`src/rtl/paddle_array_ctrl.sv`:
```
// Multi-channel paddle controller: each channel steps its paddle's Y position on a
// button press edge, auto-repeats while the button stays held, and clamps to [TOP, BOTTOM].
module paddle_array_ctrl #(
  parameter int NUM_PADDLES   = 2,
  parameter int X_WIDTH       = 10,
  parameter int Y_WIDTH       = 9,
  parameter int X_BASE        = 120,
  parameter int X_SPACING     = 400,
  parameter int Y_START       = 240,
  parameter int TOP           = 185,
  parameter int BOTTOM        = 305,
  parameter int STEP          = 15,
  parameter int REPEAT_DELAY  = 8,
  parameter int REPEAT_PERIOD = 4
) (
  input  logic                           clock,
  input  logic                           reset,
  input  logic                           enable,
  input  logic [2*NUM_PADDLES-1:0]       button,
  output logic [X_WIDTH*NUM_PADDLES-1:0] x_pos,
  output logic [Y_WIDTH*NUM_PADDLES-1:0] y_pos,
  output logic [NUM_PADDLES-1:0]         at_top,
  output logic [NUM_PADDLES-1:0]         at_bottom,
  output logic [NUM_PADDLES-1:0]         moved
);

  localparam int CNT_MAX = (REPEAT_DELAY > REPEAT_PERIOD) ? REPEAT_DELAY : REPEAT_PERIOD;
  localparam int CNT_W   = (CNT_MAX < 2) ? 1 : $clog2(CNT_MAX + 1);

  localparam logic [CNT_W-1:0]   CNT_ONE    = CNT_W'(1);
  localparam logic [CNT_W-1:0]   CNT_DELAY  = CNT_W'(REPEAT_DELAY);
  localparam logic [CNT_W-1:0]   CNT_PERIOD = CNT_W'(REPEAT_PERIOD);

  // Clamp arithmetic is done one bit wider than Y so y+STEP can never wrap.
  localparam logic [Y_WIDTH:0]   STEP_W     = (Y_WIDTH+1)'(STEP);
  localparam logic [Y_WIDTH:0]   TOP_W      = (Y_WIDTH+1)'(TOP);
  localparam logic [Y_WIDTH:0]   BOTTOM_W   = (Y_WIDTH+1)'(BOTTOM);
  localparam logic [Y_WIDTH-1:0] TOP_Y      = Y_WIDTH'(TOP);
  localparam logic [Y_WIDTH-1:0] BOTTOM_Y   = Y_WIDTH'(BOTTOM);
  localparam logic [Y_WIDTH-1:0] START_Y    = Y_WIDTH'(Y_START);

  typedef enum logic [1:0] {
    IDLE    = 2'd0,
    HOLD_DN = 2'd1,
    HOLD_UP = 2'd2
  } state_t;

  logic [2*NUM_PADDLES-1:0] button_prev;

  // Released buttons read high, so resetting to ones makes a button held through
  // reset release look like a fresh press.
  always_ff @(posedge clock or posedge reset) begin
    if (reset) begin
      button_prev <= '1;
    end else if (enable) begin
      // NOTE: sequential state always uses non-blocking assignments so every
      // register samples the pre-edge values of its neighbours.
      button_prev <= button;
    end
  end

  for (genvar i = 0; i < NUM_PADDLES; i++) begin : g_ch
    state_t             state, state_nxt;
    logic [Y_WIDTH-1:0] y, y_nxt;
    logic [CNT_W-1:0]   cnt, cnt_nxt;
    logic               moved_q;

    logic               dn, up, dn_edge, up_edge;
    logic [Y_WIDTH:0]   y_ext, y_plus, y_minus;
    logic [Y_WIDTH-1:0] y_step_dn, y_step_up;

    assign dn      = ~button[2*i];
    assign up      = ~button[2*i+1];
    assign dn_edge = dn & ~up & button_prev[2*i];
    assign up_edge = up & ~dn & button_prev[2*i+1];

    assign y_ext     = {1'b0, y};
    assign y_plus    = y_ext + STEP_W;
    assign y_minus   = y_ext - STEP_W;
    assign y_step_dn = (y_plus > BOTTOM_W)        ? BOTTOM_Y : y_plus[Y_WIDTH-1:0];
    assign y_step_up = (y_ext < (TOP_W + STEP_W)) ? TOP_Y    : y_minus[Y_WIDTH-1:0];

    always_comb begin
      // NOTE: every output of this block gets a default first, so no path can
      // leave a value unassigned and infer a latch.
      state_nxt = state;
      y_nxt     = y;
      cnt_nxt   = cnt;
      if (enable) begin
        case (state)
          IDLE: begin
            if (dn_edge) begin
              y_nxt     = y_step_dn;
              state_nxt = HOLD_DN;
              cnt_nxt   = CNT_DELAY;
            end else if (up_edge) begin
              y_nxt     = y_step_up;
              state_nxt = HOLD_UP;
              cnt_nxt   = CNT_DELAY;
            end
          end
          HOLD_DN: begin
            if (dn && !up) begin
              if (REPEAT_DELAY != 0) begin
                if (cnt > CNT_ONE) begin
                  cnt_nxt = cnt - CNT_ONE;
                end else begin
                  y_nxt   = y_step_dn;
                  cnt_nxt = CNT_PERIOD;
                end
              end
            end else begin
              state_nxt = IDLE;
            end
          end
          HOLD_UP: begin
            if (up && !dn) begin
              if (REPEAT_DELAY != 0) begin
                if (cnt > CNT_ONE) begin
                  cnt_nxt = cnt - CNT_ONE;
                end else begin
                  y_nxt   = y_step_up;
                  cnt_nxt = CNT_PERIOD;
                end
              end
            end else begin
              state_nxt = IDLE;
            end
          end
          default: state_nxt = IDLE;
        endcase
      end
    end

    always_ff @(posedge clock or posedge reset) begin
      if (reset) begin
        state   <= IDLE;
        y       <= START_Y;
        cnt     <= '0;
        moved_q <= 1'b0;
      end else begin
        state   <= state_nxt;
        y       <= y_nxt;
        cnt     <= cnt_nxt;
        moved_q <= enable && (y_nxt != y);
      end
    end

    assign x_pos[i*X_WIDTH +: X_WIDTH] = X_WIDTH'(X_BASE + i*X_SPACING);
    assign y_pos[i*Y_WIDTH +: Y_WIDTH] = y;
    assign at_top[i]                   = (y == TOP_Y);
    assign at_bottom[i]                = (y == BOTTOM_Y);
    assign moved[i]                    = moved_q;
  end

endmodule

```
`config.mk`:
```
export PLATFORM = sky130hd
export DESIGN_NAME = paddle_array_ctrl
export DESIGN_NICKNAME = d
export VERILOG_FILES = /design/src/rtl/paddle_array_ctrl.sv
export SDC_FILE = /design/constraint.sdc
export NUM_CORES = 1
export LEC_CHECK = 0
export ABC_AREA = 1
export BUFFER_PORTS_ARGS = -buffer_cell sky130_fd_sc_hd__buf_4
export CORE_UTILIZATION = 60
export DETAILED_ROUTE_END_ITERATION = 6
export PLACE_DENSITY = 0.89
export SETUP_SLACK_MARGIN = 0.3
export SLEW_MARGIN = 20
export SYNTH_ARGS = -nofsm -noshare
export SYNTH_HDL_FRONTEND = slang
export SYNTH_SLANG_ARGS = --single-unit
```
`constraint.sdc`:
```
create_clock -name clock -period 4.5 [get_ports clock]
set_input_delay 0.225 -clock clock [delete_from_list [all_inputs] [get_ports clock]]
set_output_delay 0.225 -clock clock [all_outputs]
set_load 0.02 [all_outputs]
```
# Word level (Yosys, flattened, before mapping)
# Index checks and enable logic that the tools add are counted.
# classes
order_cmp	6
bitwise	12
muxes	42
n_addsub	6
n_eq_ne	20
n_reduce_logical	14
# op_table
op	count
$mux 9	18
$pmux 9 s3	2
$mux 4	10
$pmux 4 s3	2
$add 9x4->10 const B	2
$gt 10x9->1 const B	2
$eq 9x8->1 const B	2
$eq 9x9->1 const B	2
$lt 9x8->1 const B	2
$ne 9x9->1	2
$sub 9x4->9 const B	2
$mux 2	8
$ne 2x2->1 const B	8
$pmux 2 s3	2
$reduce_and 5->1	2
$and 1x1->1	8
$gt 4x1->1 const B	2
$reduce_and 4->1	2
$sub 4x1->4 const B	2
$logic_and 1x1->1	6
$ne 3x3->1 const B	2
$reduce_bool 3->1	2
$eq 2x1->1 const B	2
$eq 2x2->1 const B	2
other kinds (2)	6
# totals
wordCells	109
reg_bits	36
inputBits	7
output_inout_bits	44

# Depth between registers and ports, before layout
# depth
word_depth	9
mapped_depth	18
mapped_depth_nobuf	18

# Least setup slack after synthesis
# Ideal clock, no wire load.
# synth_path
path_type	register to register
from	register g_ch[0].y[0]
to	register g_ch[0].moved_q
setup_slack_ns	2.326
required_time_ns	4.375
t_arrival_ns	2.049
setup_ns	0.125
n_path_buf	1
synth_period_minus_slack_ns	2.174
path_stages_with_launch	17
cell_sequence	dfrtp_1 buf_2 inv_1 ha_1 nand2_1 xor2_1 nor2_1 nand2_1 nand2_1 nand2_2 nand2_1 nand2_1 nor2_1 nor2_1 nand2_1 nor2_1 nand3_1
# synth_between
elab_chain_len	9
word_cells_on_any_way	16
cone_classes	add/sub: 2; order compare: 2; eq/ne: 1; mux: 10; reduce/logical: 1
# synth_rtl
item	line_no	text
start, declared	64	logic [Y_WIDTH-1:0] y, y_nxt;
start signal, assigned	143	y <= y_nxt;
$add 9x4->10	78	assign y_plus = y_ext + STEP_W;
$gt 10x9->1	80	assign y_step_dn = (y_plus > BOTTOM_W) ? BOTTOM_Y : y_plus[Y_WIDTH-1:0];
$mux 9	80	
$mux 9	105	if (cnt > CNT_ONE) begin
$mux 9	103	if (dn && !up) begin
$pmux 9 s3	90	case (state)
$mux 9	89	if (enable) begin
$ne 9x9->1 *	145	moved_q <= enable && (y_nxt != y);
$logic_and 1x1->1 *	145	
end signal, assigned	145	
end, declared	66	logic moved_q;
# Every way passes the cells marked *; elsewhere a longest branch is shown, timed or not.
# A chain may end at the register's enable or synchronous reset.

# Worst setup path in the final report
# Same ends and word-level chain as after synthesis.

==> metrics.txt <==
met2 wirelength from detailed routing=roughly 4800 um; share of the synthesized area in the top cell type=~18%; number of global-route vias before repair=around 3800; number of buffer cells added on primary ports=30; Worst Setup Path Type=register to register; Starting Density=61.8%; power density cells=a little over 700 nW/um^2; leading cell type in the layout, fill and taps excluded=nand2_1; cell repeated most along the worst path=nand2_1; Worst Skew=~0.0080 ns; Cell Count, Final, Fillers Out=about 740; Slew @ Worst Pin=roughly 0.5 ns; setup violators final=0; placeable core area=6310 sq um; Worst path max stage delay=~0.61 ns; number of top-level pins=51; count of H-tree levels built during CTS=2; r2r endpoint=g_ch[0].moved_q$_DFF_PP0_; synthesized flop and latch total=36; layout overhead on the synthesized area=7.02%; total congestion overflow after global routing=0; maximum number of pins on one net before global-route repair=37; Seq/Total Area, Yosys=a little under a quarter; row count=29; Critical Path Sink Type=register; post-CTS setup buffers=0; result of the run=finished, final reports clean; global placer's final weighted congestion=around 1; clock transition at the registers of the reported paths=0.08 ns; reported max-cap violation count=0; peak clock frequency supported by timing=between 300 and 400 MHz; number of pins with negative max-slew slack in the final report=0; number of hold-repair buffers added at the cts stage=0; required time worst endpoint=~4.7 ns; proportion of layout cells with a drive suffix above 1=between 10 and 15%; Tmin final=around 2.6 ns; Crit Path Max Fanout=12; TritonCTS clock tree=built; detail-routed via count per cell=around 5.6; insertion delay to the later sink of the worst-skew pair=roughly 0.3 ns; GRT Util Overall=31.4%; maximum VDD drop=a little under 0.5 mV; Net Sw Power=between 1.5 and 2 mW; count of distinct cell types in the synthesized netlist=32; global-route wire length before repair=between 15000 and 20000 um; sink count of the clock tree=36; number of buffers added by the clock tree synthesis step=5; cell types with the largest area share after synthesis=nand2_1, dfrtp_1, dfstp_2, nand3_1, inv_1; number of cell instances on the worst register-to-register path=14; DRC marker count from the first detailed-route iteration=336; most area-hungry cell type in the Yosys netlist=nand2_1; mean routed wirelength per cell=13.4 um; Chip Height=around 83 um; horizontal extent of the die=between 80 and 90 um; WP data arrival=2.81 ns; crit path cell chain=inv_1 -> ha_1 -> nand2_1 -> nand2_1 -> o21ai_1 -> nand3_1 -> nand2_2 -> nand2_1 -> nand2_1 -> nor2_1 -> nor2_1 -> nand2_1 -> nor2_1 -> nand3_1; Hold WC Path Type=input pin to async pin; count of inserted antenna diode cells=0; routed length on met3=approximately 630 um; crit path max-delay cell type=dfrtp_1; met1 routed wirelength after detailed routing=4210 um; sequential power share=between 20% and 30%; number of resized instances in the post-cts repair step=0; average instance area after synthesis=just over 6 sq um; unrepaired setup endpoints after global routing=no; total of warnings raised by yosys=0; count of endpoints failing hold in the final timing report=0; static leakage=between 2 and 2.5 nW; number of iterations in the first detailed-routing pass=5; area enclosed by the die boundary=just under 7000 sq um; uppermost routed layer=met4; detailed-placement wirelength estimate=approximately 7400 um; Total Wirelength=9910 um; worst reg-to-reg setup slack=1.87 ns; startpoint type of the worst setup path=register; antenna violations before repair=0; RR Startpoint=g_ch[0].y[0]$_DFF_PP0_; Internal Power=between 1 and 1.5 mW; headroom to the max-slew limit=~67%; number of nets in the finished design=between 600 and 700; portion of total power attributed to the clock network=8.5%; net switching fraction of the power=between 50% and 60%; DRC violations left=0; logic gate share of total power=between 60 and 70%; cell at the root of the clock tree=clkbuf_8; Post-Synthesis Cells=between 600 and 700; number of nets still failing antenna checks after routing=0; cell area after placement=about 4100 sq um; placed instance count=731; Total Neg Setup Slack=0 ns; post-route cell area=4180 sq um; commonest non-fill, non-tap cells in the layout=nand2_1, inv_1, nand3_1; netlist area before placement=around 3900 sq um; maximum count of clock buffers along a single path=2; detailed-route via count=between 4000 and 5000; period utilization=between 50% and 60%
layer usage:
layer	vias up	track usage, %
li1	2067	-
met3	36	5.71
met4	0	16.4
met1	1883	38.2
met2	174	52.4
met5	-	0
sequential cells by signal, summed over array words and instances, names as in the netlist:
name          flops
g_ch.y           18
g_ch.cnt          8
button_prev       4
g_ch.state        4
g_ch.moved_q      2
cells in the mapped netlist (all sizes together):
cell and instances:
conb 2, o211ai 8, nand4 13, a31oi 10, a221oi 1, a22oi 5
nor4 2, nor2 64, inv 88, nand3b 2, clkbuf 2, o21ai 42
xor2 10, nand2 198, nand3 63, dfstp 12, a21oi 26, buf 33
o21a 7, ha 22, xnor2 1, clkinv 1, nor3 2, dfrtp 24
stage by stage:
step                worst slack (ns)  power (mW)  util (%)  hold slack (ns)
finish                          1.87        2.99      66.2           0.0315
global route                    1.61        3.31      66.2           0.0870
CTS                             1.96        2.96      66.2           0.0488
detailed placement              2.03        2.69      64.7            0.378
global placement                2.10        2.63      64.7            0.371
floorplan                       2.33        2.21         -            0.299
critical path: cells and delay by family, from the launching register on:
family	cells	cell delay [ns]
and+or+nand+nor	11	1.34
adders and majority gates	1	0.26
DFF	1	0.61
buffers and inverters	1	0.17
AOI/OAI and AO/OA	1	0.15
power groups by stage:
stage | combinational, mW | sequential (mW) | clock (mW)
after floorplan | 1.49 | 0.723 | 0
after global placement | 1.87 | 0.763 | 0
after detailed placement | 1.92 | 0.771 | 0
after CTS | 1.93 | 0.765 | 0.260
after global routing | 2.24 | 0.801 | 0.272
final | 1.96 | 0.774 | 0.256
final cells by class:
class	instances	area (sq um)
clock buffers	7	86.3
fillers	605	2140
well taps	77	96.3
flip-flops and latches	36	916
inverters	89	334
clock inverters	1	7.51
multi-input cells	496	2490
repair buffers	33	248
cell families after synthesis:
logic type	count (synthesis)	share of synthesized area (%)
adder cells (fa/ha/maj)	22	7.05
AO/OA/AOI/OAI	99	15.0
flip-flops	36	23.5
other	2	0.192
buffers and inverters	124	14.5
AND/OR/NAND/NOR	344	37.3
XOR/XNOR	11	2.47
worst max path at each step:
stage / end / depth (start not counted) / from
final: g_ch[0].moved_q$_DFF_PP0_ / 14 / g_ch[0].y[0]$_DFF_PP0_
after global routing: g_ch[0].moved_q$_DFF_PP0_ / 14 / g_ch[0].y[0]$_DFF_PP0_
after CTS: g_ch[0].moved_q$_DFF_PP0_ / 14 / g_ch[0].y[0]$_DFF_PP0_
after detailed placement: g_ch[0].moved_q$_DFF_PP0_ / 14 / g_ch[0].y[0]$_DFF_PP0_
after global placement: g_ch[0].moved_q$_DFF_PP0_ / 15 / g_ch[0].y[0]$_DFF_PP0_
after floorplan: g_ch[0].moved_q$_DFF_PP0_ / 16 / g_ch[0].y[0]$_DFF_PP0_
Note: power is estimated with default switching activity, not from simulation.
